[config.mk]
export PLATFORM = sky130hd
export DESIGN_NAME = output_drain_ctrl
export DESIGN_NICKNAME = d
export VERILOG_FILES = /design/src/rtl/output_drain_ctrl.sv
export SDC_FILE = /design/constraint.sdc
export NUM_CORES = 1
export LEC_CHECK = 0
export BUFFER_PORTS_ARGS = -buffer_cell sky130_fd_sc_hd__buf_4
export CORE_MARGIN = 5
export CORE_UTILIZATION = 64
export CTS_BUF_LIST = sky130_fd_sc_hd__clkbuf_8
export CTS_CLUSTER_DIAMETER = 40
export DETAILED_ROUTE_END_ITERATION = 10
export PLACE_DENSITY = 0.91
export SYNTH_ARGS = -nofsm -noshare
export SYNTH_HDL_FRONTEND = slang
export SYNTH_SLANG_ARGS = --single-unit
[constraint.sdc]
create_clock -name clk -period 6.35 [get_ports clk]
set_input_delay 1.27 -clock clk [delete_from_list [all_inputs] [get_ports clk]]
set_output_delay 1.27 -clock clk [all_outputs]
set_load 0.01 [all_outputs]
[src/rtl/output_drain_ctrl.sv]
// output_drain_ctrl
// Drains `count` result words from the output buffer, starting at `base_addr`.
// The words leave through a small egress FIFO with a valid/ready handshake.
// Reads are throttled so that every word already requested always has a free
// FIFO slot waiting for it. A drain can therefore never overflow the FIFO,
// however long the downstream side stalls.
//
// Ports
//   clk, rst      clock; asynchronous active-high reset
//   start         one-cycle drain request, sampled only while idle
//   base_addr     first buffer address of the drain
//   count         words to drain; 0 completes immediately, >16 saturates to 16
//   busy          high while a drain is in progress
//   done          one-cycle pulse after the last word has been transferred
//   buf_rd_en     buffer read strobe
//   buf_rd_addr   buffer read address; holds its last value between reads
//   buf_rd_data   buffer read data, valid the cycle after buf_rd_en
//   out_data      egress word (FIFO head); zero while out_valid is low
//   out_valid     egress FIFO non-empty
//   out_ready     downstream accepts the word when out_valid is also high
//   out_last      high while the head is the final word of the drain
module output_drain_ctrl #(
  parameter int DATA_W     = 32,
  parameter int ADDR_W     = 4,
  parameter int FIFO_DEPTH = 4
) (
  input  logic              clk,
  input  logic              rst,
  input  logic              start,
  input  logic [ADDR_W-1:0] base_addr,
  input  logic [ADDR_W:0]   count,
  output logic              busy,
  output logic              done,
  output logic              buf_rd_en,
  output logic [ADDR_W-1:0] buf_rd_addr,
  input  logic [DATA_W-1:0] buf_rd_data,
  output logic [DATA_W-1:0] out_data,
  output logic              out_valid,
  input  logic              out_ready,
  output logic              out_last
);

  localparam int PTR_W = (FIFO_DEPTH > 1) ? $clog2(FIFO_DEPTH) : 1;
  localparam int OCC_W = PTR_W + 1;
  localparam logic [ADDR_W:0] MAX_CNT = {1'b1, {ADDR_W{1'b0}}};
  localparam logic [OCC_W:0]  DEPTH_L = (OCC_W + 1)'(FIFO_DEPTH);

  // Clamp the word count to the buffer size.
  function automatic logic [ADDR_W:0] sat_count(input logic [ADDR_W:0] c);
    return (c > MAX_CNT) ? MAX_CNT : c;
  endfunction

  typedef enum logic [1:0] {IDLE, READ, FLUSH} state_t;

  state_t              state_q, state_d;
  logic [ADDR_W:0]     cnt_q;
  logic [ADDR_W:0]     rd_idx_q;
  logic [ADDR_W-1:0]   rd_addr_q;
  logic [ADDR_W-1:0]   last_addr_q;
  logic                rd_vld_p1;
  logic                rd_last_p1;
  logic                done_q;
  logic [PTR_W-1:0]    wr_ptr_q, rd_ptr_q;
  logic [OCC_W-1:0]    occ_q;
  logic [DATA_W:0]     fifo_mem [FIFO_DEPTH];

  logic                start_ok;
  logic [OCC_W:0]      fill;
  logic                rd_fire;
  logic                rd_is_last;
  logic                push;
  logic                pop;
  logic [DATA_W:0]     head;

  // Occupancy is taken before this cycle's pop. The outstanding read counts
  // as if it had already been pushed, which reserves its FIFO slot.
  assign start_ok   = start && (count != '0);
  assign fill       = (OCC_W + 1)'(occ_q) + (OCC_W + 1)'(rd_vld_p1);
  assign rd_fire    = (state_q == READ) && (fill < DEPTH_L);
  assign rd_is_last = (rd_idx_q == cnt_q - (ADDR_W + 1)'(1));

  assign push       = rd_vld_p1;
  assign head       = fifo_mem[rd_ptr_q];
  assign out_valid  = (occ_q != '0);
  assign out_data   = out_valid ? head[DATA_W-1:0] : '0;
  assign out_last   = out_valid & head[DATA_W];
  assign pop        = out_valid & out_ready;

  assign busy        = (state_q != IDLE);
  assign done        = done_q;
  assign buf_rd_en   = rd_fire;
  assign buf_rd_addr = rd_fire ? rd_addr_q : last_addr_q;

  always_comb begin
    state_d = state_q;
    unique case (state_q)
      IDLE:    if (start_ok) state_d = READ;
      READ:    if (rd_fire && rd_is_last) state_d = FLUSH;
      FLUSH:   if (pop && out_last) state_d = IDLE;
      default: state_d = IDLE;
    endcase
  end

  // ---- p0: FSM, read sequencing and buffer read issue ----
  always_ff @(posedge clk or posedge rst) begin
    if (rst) begin
      state_q     <= IDLE;
      cnt_q       <= '0;
      rd_idx_q    <= '0;
      rd_addr_q   <= '0;
      last_addr_q <= '0;
      done_q      <= 1'b0;
    end else begin
      state_q <= state_d;
      done_q  <= ((state_q == IDLE) && start && (count == '0)) ||
                 ((state_q == FLUSH) && pop && out_last);
      if ((state_q == IDLE) && start_ok) begin
        cnt_q     <= sat_count(count);
        rd_idx_q  <= '0;
        rd_addr_q <= base_addr;
      end else if (rd_fire) begin
        rd_idx_q    <= rd_idx_q + (ADDR_W + 1)'(1);
        rd_addr_q   <= rd_addr_q + ADDR_W'(1);
        last_addr_q <= rd_addr_q;
      end
    end
  end

  // ---- p1: in-flight read; buffer data arrives this cycle ----
  // The flag is cleared by reset, so a word that returns after an abort is
  // never pushed.
  always_ff @(posedge clk or posedge rst) begin
    if (rst) begin
      rd_vld_p1  <= 1'b0;
      rd_last_p1 <= 1'b0;
    end else begin
      rd_vld_p1  <= rd_fire;
      rd_last_p1 <= rd_fire & rd_is_last;
    end
  end

  // ---- p2: egress FIFO ----
  always_ff @(posedge clk or posedge rst) begin
    if (rst) begin
      wr_ptr_q <= '0;
      rd_ptr_q <= '0;
      occ_q    <= '0;
    end else begin
      if (push) wr_ptr_q <= wr_ptr_q + PTR_W'(1);
      if (pop)  rd_ptr_q <= rd_ptr_q + PTR_W'(1);
      unique case ({push, pop})
        2'b10:   occ_q <= occ_q + OCC_W'(1);
        2'b01:   occ_q <= occ_q - OCC_W'(1);
        default: occ_q <= occ_q;
      endcase
    end
  end

  // Each entry stores the word together with its end-of-drain marker.
  always_ff @(posedge clk) begin
    if (push) fifo_mem[wr_ptr_q] <= {rd_last_p1, buf_rd_data};
  end

endmodule
# ---- Word level (Yosys, flattened, before mapping)
# Memory sizes are Yosys's and may differ from the RTL's.
# Cells that the tools add are included.
dict set report word_totals {
  register_bits 30
  ram_bits 132
  input_bits 45
  word_cells 65
  memories 1
}
# name words width rd rd_clocked_by_memory_dff write_ports line_no
set mem_list {}
lappend mem_list {fifo_mem 4 33 1 0 1 65} ;# logic [DATA_W:0] fifo_mem [FIFO_DEPTH];
dict set report op_classes {
  addsub 8
  order_cmp 2
  eq_ne 8
  mux 14
  n_bitwise 3
  n_reduce_logical 18
}
# op count
set op_table {}
lappend op_table {{two-way mux 32 bit} 1}
lappend op_table {{two-way mux 5 bit} 3}
lappend op_table {{two-way mux 4 bit} 3}
lappend op_table {{logical AND 1 bit} 9}
lappend op_table {{two-way mux 2 bit} 3}
lappend op_table {{one-hot mux 2 bit (3 select lines)} 1}
lappend op_table {{one-hot mux 3 bit (2 select lines)} 1}
lappend op_table {{nonzero test 2 bit} 3}
lappend op_table {{adder 5 x 1 -> 5 bit (second input constant)} 1}
lappend op_table {{== test 5 bit} 1}
lappend op_table {{> comparator 5 bit (second input constant)} 1}
lappend op_table {{zero test 5 bit} 1}
lappend op_table {{nonzero test 5 bit} 1}
lappend op_table {{subtractor 5 x 1 -> 5 bit (second input constant)} 1}
lappend op_table {{adder 2 x 1 -> 2 bit (second input constant)} 2}
lappend op_table {{adder 3 x 1 -> 4 bit} 1}
lappend op_table {{adder 4 x 1 -> 4 bit (second input constant)} 1}
lappend op_table {{== test 2 x 1 -> 1 bit (second input constant)} 2}
lappend op_table {{== test 2 bit (second input constant)} 2}
lappend op_table {{< comparator 4 x 3 -> 1 bit (second input constant)} 1}
lappend op_table {{inequality test 2 bit (second input constant)} 2}
lappend op_table {{adder 3 x 1 -> 3 bit (second input constant)} 1}
lappend op_table {{bitwise AND 1 bit} 3}
lappend op_table {{AND reduction 3 bit} 1}
lappend op_table {{other kinds (6)} 7}

# ---- Depth between registers and ports, before layout
# Gate-level depths: netlist (run 1).
dict set report depth {
  depth_word 6
  mapped_depth 10
}

# ---- Worst setup path after synthesis (run 1)
# No wires, ideal clock.
dict set report synth_path {
  path_type {register to output}
  startpoint {reg rd_ptr_q[0]}
  endpoint {out out_data[13]}
  arrival_time_ns 1.526
  slack_ns 3.554
  path_stages_with_launch 5
  n_path_buf 2
  path_cell_list {dfrtp_1 -> buf_2 -> buf_2 -> mux4_2 -> and2_1}
}
dict set report synth_between {
  elab_chain_len 2
}
# item line_no
set synth_rtl {}
lappend synth_rtl {{start, declared} 63} ;# logic [PTR_W-1:0] wr_ptr_q, rd_ptr_q;
lappend synth_rtl {{start signal, assigned} 150} ;# if (pop) rd_ptr_q <= rd_ptr_q + PTR_W'(1);
lappend synth_rtl {{memory (4 x 33 bit)} -}
lappend synth_rtl {{two-way mux 32 bit} 85} ;# assign out_data = out_valid ? head[DATA_W-1:0] : '0;
lappend synth_rtl {{end, declared} 37} ;# output logic [DATA_W-1:0] out_data,
# No other way between the ends.

# ---- Final worst setup path (run 1)
dict set report layout_path {
  startpoint {reg rd_ptr_q[0]}
  endpoint {out out_last}
}
dict set report layout_between {
  elab_chain_len 2
}
# item line_no
set layout_rtl {}
lappend layout_rtl {{memory (4 x 33 bit)} -}
lappend layout_rtl {{bitwise AND 1 bit} 86} ;# assign out_last = out_valid & head[DATA_W];
lappend layout_rtl {{end, declared} 40} ;# output logic out_last
# No other way between the ends.

==> impl_metrics.csv, run 1 <==
group,metric,value,unit
outcome,status,"complete, no violations",
power_and_ir_drop,power.density,484.3,nW/um^2
setup_path,cp_num_buf_inv,2,
clock_network,cts_setup_buffers,0,
global_route,grt_usage,20.81,%
synth,yosysSeqAreaShare,71.17,%
global_route,busiest_layer,"met2",
power_and_ir_drop,switchingPower,1.209,mW
routing,drtIter0Drc,230,
floorplanning,core_area,10230,sq um
global_route,grt_antenna_before_repair,0,
setup_path,cp_slowest_stage_delay,640,ps
floorplanning,die_area,12480,sq um
routing,first_pass_iters,4,
sta,fin_setup_tns,0,ps
routing,antenna_left,0,
synth,yosysWarningCount,0,
worst_hold_path,min_path_cells,1,
synth,synth.distinct_cells,47,
clock_network,clock_sinks,162,
power_and_ir_drop,p_sw_share,32.15,%
cells_and_area,fin_util,75.90,%
setup_path,regToRegSetupSlack,3430,ps
placement,gp_routability_congestion,0.8076,
setup_path,reg2reg_to,"occ_q[2]",
placement,place_ws,2974,ps
synth,synth_top_area_share,59.84,%
setup_path,slowest_stage,"dfrtp_2",
worst_hold_path,hold_class,"flop to flop",
clock_network,root_buffer,"clkbuf_8",
run,drv_cap,0,
synth,ys_ff_latch,162,
sta,fin_worst_skew,8.600,ps
cells_and_area,layout-drive-gt1-share,37.47,%
global_route,grt_pass1_wl,19650,um
power_and_ir_drop,internal-power,2.551,mW
power_and_ir_drop,pwr-share-comb,37.2,%
synth,syn_area_per_cell,18.20,sq um
cells_and_area,fin_nets,508,
global_route,grt_util_met1,27.11,%
synth,synth_cells,364,
floorplanning,row_count,37,
setup_path,critical_path.max_fanout,23,
routing,dr_total_vias,3469,
sta,fin_crit_sh,59.64,%
cells_and_area,diodes,0,
sta,fin_ws,2563,ps
setup_path,end_kind,"primary output",
global_route,grt_start_max_net_pins,37,
sta,finalHoldViolCount,0,
setup_path,startpoint,"rd_ptr_q[0]",
synth,yosysMostFrequentCell,"edfxtp_1",
global_route,met3_usage,4.674,%
clock_network,path_clk_slew,80,ps
clock_network,ctsResizeCount,0,
clock_network,cts_tree,"done",
global_route,grt_pass1_vias,3691,
synth,synth_area_leader_cell,"edfxtp_1",
cells_and_area,syn_to_final_growth,17.23,%
setup_path,worstPathCellList,"buf_4, mux4_2, and2_1, buf_4",
cells_and_area,fillers,570,
synth,syn-num-nets,418,
synth,synth-main-ff-cell,"edfxtp_1",
clock_network,htree_levels,4,
power_and_ir_drop,ir_drop,0.0002800,V
floorplanning,start_util,64.74,%
routing,detail_route.wl_per_cell,20.23,um
sta,clock.fmax,264.0,MHz
setup_path,crit_type,"flop to primary output",
worst_hold_path,hold_path.startpoint,"state_q[0]",
floorplanning,dieWidth,111.7,um
global_route,gr-total-overflow,0,
synth,synth_area_leaders,"edfxtp_1 (60%), dfrtp_1 (11%), mux4_2 (11%)",
clock_network,ctsHoldBuffers,0,
synth,synth_edf_count,132,
power_and_ir_drop,p_leak,2.838,nW
clock_network,cts_buffers,17,
power_and_ir_drop,power_frac_clock,19.8,%
setup_path,path_depth,4,
placement,dp_cells,571,
cells_and_area,stdcell_count,603,
setup_path,crit_end,"out_last",
floorplanning,die_height,111.7,um
synth,async_reset_ff_share,18.52,%
sta,rsz0062_at_grt,"false",
sta,worst_pin_slew,1131,ps
sta,slew_headroom,24.63,%
sta,setup_viol,0,
sta,drv_slew,0,
setup_path,path_common_cell,"buf_4",
sta,min_period,3787,ps
synth,synth.cell_area,6624,sq um
placement,io_buffers,85,
setup_path,critPathLaunchType,"flop",
setup_path,worstPathRequired,5080,ps
synth,synth_common_cells,"edfxtp_1 (132), and2_1 (39), mux4_2 (33), dfrtp_1 (30), inv_1 (11)",
clock_network,insertion_delay,440,ps
placement,hpwl,7834,um
routing,via_per_inst,5.753,
power_and_ir_drop,power_frac_seq,42.9,%
routing,wirelength,12200,um
setup_path,ff2ff_path_depth,8,
setup_path,critPathTopFamily,"flip-flops",
global_route,grt.met2_usage,35.37,%
setup_path,r2r_start,"occ_q[2]",
clock_network,clk_path_buf_depth,2,
setup_path,critPathArrivalTime,2520,ps
routing,drt_drc_violations_left,0,
floorplanning,io_pins,86,
flip-flops by register name, summed over array words and instances (netlist names):
name	cells
last_addr_q	4
rd_ptr_q	2
done	1
wr_ptr_q	2
fifo_mem	132
push	1
rd_addr_q	4
state_q	2
occ_q	3
rd_idx_q	5
cnt_q	5
rd_last_p1	1
metal layers:
| metal | vias to the layer above | wire length [um] |
|---|---|---|
| met1 | 1769 | 4772 |
| met2 | 106 | 6567 |
| li1 | 1572 | - |
| met4 | 0 | 204 |
| met3 | 22 | 654 |
| met5 | - | 0 |
power groups by stage:
stage | clock network [mW] | logic (mW) | registers (mW)
after floorplan | 0 | 1.00 | 1.52
after global placement | 0 | 1.36 | 1.62
after detailed placement | 0 | 1.41 | 1.64
after CTS | 0.755 | 1.43 | 1.62
after global routing | 0.805 | 1.53 | 1.65
final | 0.746 | 1.40 | 1.61
cells by family (layout without fill, tap and decap cells):
logic type      Yosys count  count (layout)  share of synthesized area (%)
xor+xnor                 17              17                          2.248
compound gates           21              21                          2.191
fa+ha+maj                 9               9                          1.813
buf+inv                  28             131                          2.078
flops                   162             162                          71.17
mux                      41              41                          12.56
simple gates             86              86                          7.934
through the flow:
stage	cell area, sq um	power [mW]	hold slack, ps
after CTS	7765	3.801	491.4
after global routing	7765	3.978	520.8
after detailed placement	7365	3.054	485.2
after global placement	7365	2.980	452.2
final	7765	3.760	492.4
after floorplan	6624	2.526	438.7
placed cells by master (no fill, tap or decap), types with 8 or more instances in the layout:
cell,instances
ha_1,8
clkbuf_8,17
xor2_1,10
dfrtp_1,28
and2_1,35
mux4_2,33
edfxtp_1,132
nor2_1,9
nand2_1,10
inv_1,11
buf_4,87
area by class of cell:
cell class | instances | area [sq um] | share of cell area [%]
Clock buffer | 17 | 234.0 | 3.013
Clock inverter | 15 | 166.4 | 2.143
Inverter | 12 | 47.55 | 0.6123
Multi-Input combinational cell | 174 | 1777 | 22.88
Sequential cell | 162 | 4717 | 60.75
Tap cell | 136 | 170.2 | 2.191
Timing Repair Buffer | 87 | 653.1 | 8.411
worst min-delay path by stage:
stage	end	slack, ps
2_1_floorplan	last_addr_q[3]	440
3_3_place_gp	last_addr_q[3]	450
3_5_place_dp	done	490
4_1_cts	done	490
5_1_grt	last_addr_q[3]	520
6_report	done	490
(Power assumes the default switching activity.)
==> run 2: changes to the inputs <==
--- a/config.mk
+++ b/config.mk
@@ -7,11 +7,11 @@
 export LEC_CHECK = 0
 export BUFFER_PORTS_ARGS = -buffer_cell sky130_fd_sc_hd__buf_4
 export CORE_MARGIN = 5
-export CORE_UTILIZATION = 64
+export CORE_UTILIZATION = 60
 export CTS_BUF_LIST = sky130_fd_sc_hd__clkbuf_8
 export CTS_CLUSTER_DIAMETER = 40
 export DETAILED_ROUTE_END_ITERATION = 10
-export PLACE_DENSITY = 0.91
+export PLACE_DENSITY = 0.86
 export SYNTH_ARGS = -nofsm -noshare
 export SYNTH_HDL_FRONTEND = slang
 export SYNTH_SLANG_ARGS = --single-unit
==> constraint.sdc (replaced) <==
create_clock -name clk -period 3.6 [get_ports clk]
set_input_delay 0.72 -clock clk [delete_from_list [all_inputs] [get_ports clk]]
set_output_delay 0.72 -clock clk [all_outputs]
set_load 0.01 [all_outputs]
==> impl_metrics.csv, run 2 (synthesis results as in run 1) <==
group,metric,value,unit
setup_path,crit_type,"flop to primary output",
clock_network,root_buffer,"clkbuf_8",
cells_and_area,regMostFlops,"fifo_mem",
sta,fin_setup_tns,0,ps
cells_and_area,final_common_cell,"edfxtp_1",
clock_network,cts_buffers,17,
routing,drtIter0Drc,163,
floorplanning,die_height,115.1,um
clock_network,cts_setup_buffers,0,
cells_and_area,syn_to_final_growth,16.28,%
setup_path,r2r_start,"occ_q[2]",
clock_network,clk_path_buf_depth,2,
setup_path,ff2ff_path_depth,8,
floorplanning,io_pins,86,
setup_path,cp_slowest_stage_delay,590,ps
clock_network,ctsHoldBuffers,0,
cells_and_area,diodes,0,
power_and_ir_drop,power.density,827.9,nW/um^2
floorplanning,core_area,10840,sq um
cells_and_area,final_cell_area,7702,sq um
placement,gp_routability_congestion,0.8188,
sta,fin_worst_skew,11.29,ps
routing,wirelength,11900,um
setup_path,worstPathCellList,"buf_12, mux4_2, and2_1, buf_4",
routing,top_layer,"met4",
routing,wl_met1,4710,um
sta,worst_pin_slew,899.3,ps
routing,antenna_left,0,
routing,wl_met2,6414,um
power_and_ir_drop,finalPower,6.377,mW
routing,dr_total_vias,3491,
cells_and_area,top_regs,"fifo_mem x132, cnt_q x5, rd_idx_q x5",
clock_network,htree_levels,4,
sta,finalHoldViolCount,0,
routing,drt_drc_violations_left,0,
global_route,grt_usage,19.60,%
sta,fin_crit_sh,81.01,%
cells_and_area,layout-drive-gt1-share,37.04,%
global_route,grt_start_max_net_pins,35,
routing,dr_wl_met3,668,um
placement,dp_cells,576,
global_route,grt_pass1_wl,19500,um
floorplanning,dieWidth,115.1,um
floorplanning,die_area,13240,sq um
global_route,grt_pass1_vias,3732,
placement,io_buffers,85,
routing,via_per_inst,5.751,
setup_path,critical_path.max_fanout,26,
clock_network,clock_sinks,162,
power_and_ir_drop,p_leak,2.815,nW
sta,clock.fmax,342.9,MHz
setup_path,crit_end,"out_last",
setup_path,startpoint,"rd_ptr_q[0]",
setup_path,slowest_stage,"dfrtp_2",
global_route,grt_antenna_before_repair,0,
cells_and_area,stdcell_count,607,
clock_network,ctsResizeCount,0,
clock_network,cts_tree,"done",
cells_and_area,layout_common_cells,"edfxtp_1 (132), buf_4 (87), and2_1 (35)",
global_route,gr-total-overflow,0,
floorplanning,start_util,61.10,%
clock_network,insertion_delay,420,ps
placement,placed_cell_area,7390,sq um
sta,setup_viol,0,
setup_path,regToRegSetupSlack,1020,ps
cells_and_area,fillers,683,
placement,hpwl,7945,um
sta,min_period,2917,ps
routing,detail_route.wl_per_cell,19.60,um
setup_path,end_kind,"primary output",
cells_and_area,largest_reg_flops,132,
setup_path,worstPathRequired,2880,ps
clock_network,path_clk_slew,80,ps
setup_path,critPathArrivalTime,2200,ps
setup_path,critPathLaunchType,"flop",
run,drv_cap,0,
sta,rsz0062_at_grt,"false",
setup_path,reg2reg_to,"occ_q[2]",
sta,slew_headroom,39.98,%
cells_and_area,fin_nets,509,
power_and_ir_drop,ir_drop,0.0004459,V
cells_and_area,fin_util,71.05,%
worst_hold_path,hold_class,"primary input to asynchronous set/reset pin",
outcome,status,"complete, no violations",
routing,first_pass_iters,4,
floorplanning,row_count,38,
sta,drv_slew,0,
[run 2: cell types whose count changed in the layout (fill, tap and decap cells not counted)]
cell and change:
clkinv_1 -1, bufinv_16 -3, inv_1 +3, clkinv_2 +1
clkinv_4 -1, inv_6 -1, clkinvlp_4 +1, buf_12 +1
[run 2: worst min-delay path by stage]
| stage | start | to | slack [ps] | cells after the start |
|---|---|---|---|---|
| 3_3_place_gp | last_addr_q[3] | last_addr_q[3] | 460 | 2 |
| 2_1_floorplan | last_addr_q[3] | last_addr_q[3] | 440 | 2 |
| 5_1_grt | buf_rd_data[3] | fifo_mem[2][3] | 450 | 1 |
| 4_1_cts | buf_rd_data[7] | fifo_mem[0][7] | 460 | 1 |
| 3_5_place_dp | last_addr_q[3] | last_addr_q[3] | 470 | 2 |
| 6_report | rst | last_addr_q[2] | 490 | 2 |
[run 2: metrics by stage]
step / hold WS [ps] / setup WS (ps)
6_report: 487.8 / 683.5
5_1_grt: 453.9 / 528.1
4_1_cts: 463.8 / 608.5
3_5_place_dp: 468.2 / 998.7
3_3_place_gp: 455.2 / 1091
2_1_floorplan: 438.7 / 1354
[run 2: per-layer routing]
layer  vias up  GRT usage (%)
li1       1567              -
met1      1803          24.86
met2       108          33.33
met3        13          4.895
met4         0          6.729
met5         -              0
[run 2: critical path, delay by kind of cell, from the launching register on]
kind | cells | cell delay (ps)
flops | 1 | 590
mux | 1 | 560
simple gates | 1 | 190
buf+inv | 2 | 430
[run 2: layout make-up]
type | count | area [sq um] | area share (%)
clock buffers | 17 | 234.0 | 3.038
clock inverters | 14 | 78.83 | 1.023
flip-flops and latches | 162 | 4717 | 61.24
multi-input cells | 174 | 1777 | 23.07
inverters | 12 | 47.55 | 0.6173
well taps | 140 | 175.2 | 2.274
repair buffers | 88 | 673.1 | 8.739
[run 2: where the power goes]
part           switching, mW  internal, mW
Clock                  0.603         0.456
Sequential             0.320          2.53
Combinational           1.16          1.32
==> run 3: changes to the inputs <==
--- a/config.mk
+++ b/config.mk
@@ -5,6 +5,7 @@
 export SDC_FILE = /design/constraint.sdc
 export NUM_CORES = 1
 export LEC_CHECK = 0
+export ABC_AREA = 1
 export BUFFER_PORTS_ARGS = -buffer_cell sky130_fd_sc_hd__buf_4
 export CORE_MARGIN = 5
 export CORE_UTILIZATION = 60
==> constraint.sdc (replaced) <==
create_clock -name clk -period 3 [get_ports clk]
set_input_delay 0.6 -clock clk [delete_from_list [all_inputs] [get_ports clk]]
set_output_delay 0.6 -clock clk [all_outputs]
set_load 0.01 [all_outputs]
==> impl_metrics.csv, run 3 <==
group,metric,value,unit
cells_and_area,syn_to_final_growth,16.57,%
clock_network,clk_path_buf_depth,2,
global_route,grt_pass1_vias,4599,
routing,detail_route.wl_per_cell,16.99,um
power_and_ir_drop,finalPower,8.706,mW
placement,hpwl,8938,um
routing,dr_total_vias,4621,
synth,synth_area_leader_cell,"edfxtp_1",
routing,drtIter0Drc,517,
synth,synth_area_leaders,"edfxtp_1 (58%), dfrtp_1 (11%), nor2_1 (7.9%)",
sta,worst_pin_slew,653.2,ps
clock_network,ctsHoldBuffers,0,
synth,synth_edf_count,132,
global_route,grt_usage,21.64,%
sta,min_period,2781,ps
sta,finalHoldViolCount,0,
synth,yosysWarningCount,0,
sta,fin_crit_sh,92.69,%
routing,drt_drc_violations_left,0,
power_and_ir_drop,power_frac_clock,19.6,%
sta,fin_setup_tns,0,ps
global_route,grt_start_max_net_pins,67,
floorplanning,row_count,39,
cells_and_area,diodes,0,
clock_network,htree_levels,4,
global_route,grt_pass1_wl,22290,um
clock_network,clock_sinks,162,
sta,setup_viol,0,
floorplanning,start_util,60.62,%
cells_and_area,stdcell_count,839,
cells_and_area,layout_common_cells,"nor2_1 (144), edfxtp_1 (132), buf_4 (91)",
global_route,grt_antenna_before_repair,0,
power_and_ir_drop,power.density,1088,nW/um^2
cells_and_area,fin_nets,737,
clock_network,cts_tree,"done",
sta,slew_headroom,56.39,%
sta,clock.fmax,359.6,MHz
clock_network,insertion_delay,450,ps
power_and_ir_drop,p_leak,3.167,nW
setup_path,end_kind,"primary output",
power_and_ir_drop,power_frac_seq,38.5,%
synth,ys_ff_latch,162,
synth,syn_area_per_cell,11.44,sq um
synth,async_reset_ff_share,18.52,%
clock_network,path_clk_slew,80,ps
sta,rsz0062_at_grt,"false",
sta,drv_slew,0,
clock_network,cts_buffers,17,
power_and_ir_drop,ir_drop,0.0006619,V
routing,via_per_inst,5.508,
setup_path,regToRegSetupSlack,940,ps
setup_path,crit_type,"flop to primary output",
worst_hold_path,hold_class,"primary input to asynchronous set/reset pin",
setup_path,r2r_start,"occ_q[0]",
floorplanning,core_area,11320,sq um
outcome,status,"complete, no violations",
clock_network,ctsResizeCount,0,
cells_and_area,regMostFlops,"fifo_mem",
setup_path,worstPathRequired,2400,ps
synth,synth_top_area_share,57.76,%
run,drv_cap,0,
setup_path,ff2ff_path_depth,8,
floorplanning,io_pins,86,
clock_network,cts_setup_buffers,0,
synth,synth.cell_area,6863,sq um
global_route,gr-total-overflow,0,
clock_network,root_buffer,"clkbuf_8",
cells_and_area,fillers,758,
setup_path,reg2reg_to,"occ_q[2]",
cells_and_area,largest_reg_flops,132,
floorplanning,die_height,117.0,um
synth,synth-main-ff-cell,"edfxtp_1",
synth,synth_common_cells,"nor2_1 (144), edfxtp_1 (132), nand2_1 (55), o21ai_0 (46)",
setup_path,critical_path.max_fanout,46,
setup_path,critPathLaunchType,"flop",
power_and_ir_drop,pwr-share-comb,41.9,%
placement,placed_cell_area,7560,sq um
synth,synth_cells,600,
cells_and_area,final_cell_area,8000,sq um
floorplanning,die_area,13680,sq um
power_and_ir_drop,switchingPower,3.305,mW
cells_and_area,top_regs,"fifo_mem x132, cnt_q x5, rd_idx_q x5",
synth,syn-num-nets,654,
cells_and_area,final_common_cell,"nor2_1",
placement,dp_cells,807,
placement,gp_routability_congestion,0.8259,
routing,wirelength,14260,um
synth,yosysMostFrequentCell,"nor2_1",
power_and_ir_drop,p_sw_share,37.97,%
sta,holdWs,226.9,ps
synth,yosysSeqAreaShare,68.70,%
setup_path,critPathArrivalTime,2180,ps
routing,antenna_left,0,
power_and_ir_drop,internal-power,5.401,mW
floorplanning,dieWidth,117.0,um
placement,io_buffers,85,
sta,fin_worst_skew,13.34,ps
routing,first_pass_iters,5,
synth,synth.distinct_cells,32,
cells_and_area,layout-drive-gt1-share,20.98,%
-- run 3: how the worst max path moves through the flow --
stage,depth (start not counted),to,startpoint,slack (ps)
detailed placement,4,out_data[10],rd_ptr_q[0],630
global placement,4,out_data[11],rd_ptr_q[0],780
finish,6,out_data[10],rd_ptr_q[0],220
CTS,4,out_data[10],rd_ptr_q[0],90
floorplan,8,occ_q[2],out_ready,1140
global route,6,out_data[10],rd_ptr_q[0],10
-- run 3: final cells by class --
class | count | area (sq um) | share of cell area (%)
Multi-Input combinational cell | 369 | 1773 | 22.16
Sequential cell | 162 | 4716 | 58.95
Clock buffer | 18 | 247.7 | 3.097
Tap cell | 143 | 178.9 | 2.236
Timing Repair Buffer | 94 | 743.2 | 9.290
Inverter | 39 | 151.4 | 1.892
Clock inverter | 14 | 190.2 | 2.377
-- run 3: logic make-up after synthesis --
family / count (synthesis) / synth area share (%)
AO/OA/AOI/OAI: 122 / 9.244
XOR/XNOR: 9 / 1.149
adder cells (fa/ha/maj): 9 / 1.750
buffers and inverters: 69 / 5.469
flip-flops: 162 / 68.70
AND/OR/NAND/NOR: 229 / 13.69
-- run 3: metal layers --
layer	track usage, %	vias to the layer above	share of wire (%)
met2	37.66	176	51
met1	26.77	2217	39
met4	6.346	0	1.4
met5	0	-	0
met3	5.758	24	7.7
li1	-	2204	-
-- run 3: worst max-delay path, cell delays in order (launching register included) --
cell and delay, ps:
dfrtp_2 710, buf_12 300, nor2_1 90, nor2_1 90
o21ai_0 120, a21oi_1 270, buf_4 170
-- run 3: power by group through the flow --
stage | Sequential, mW | Combinational (mW) | Clock [mW]
after global placement | 3.35 | 3.50 | 0
after detailed placement | 3.38 | 3.65 | 0
after CTS | 3.34 | 3.69 | 1.73
final | 3.35 | 3.65 | 1.71
after global routing | 3.40 | 4.08 | 1.83
after floorplan | 3.26 | 2.48 | 0
-- run 3: stage by stage --
step	worst slack, ps	utilization (%)
6_report	219.2	70.67
5_1_grt	10.89	70.67
4_1_cts	92.25	70.65
3_5_place_dp	625.1	66.78
3_3_place_gp	776.4	66.78
2_1_floorplan	1138	-
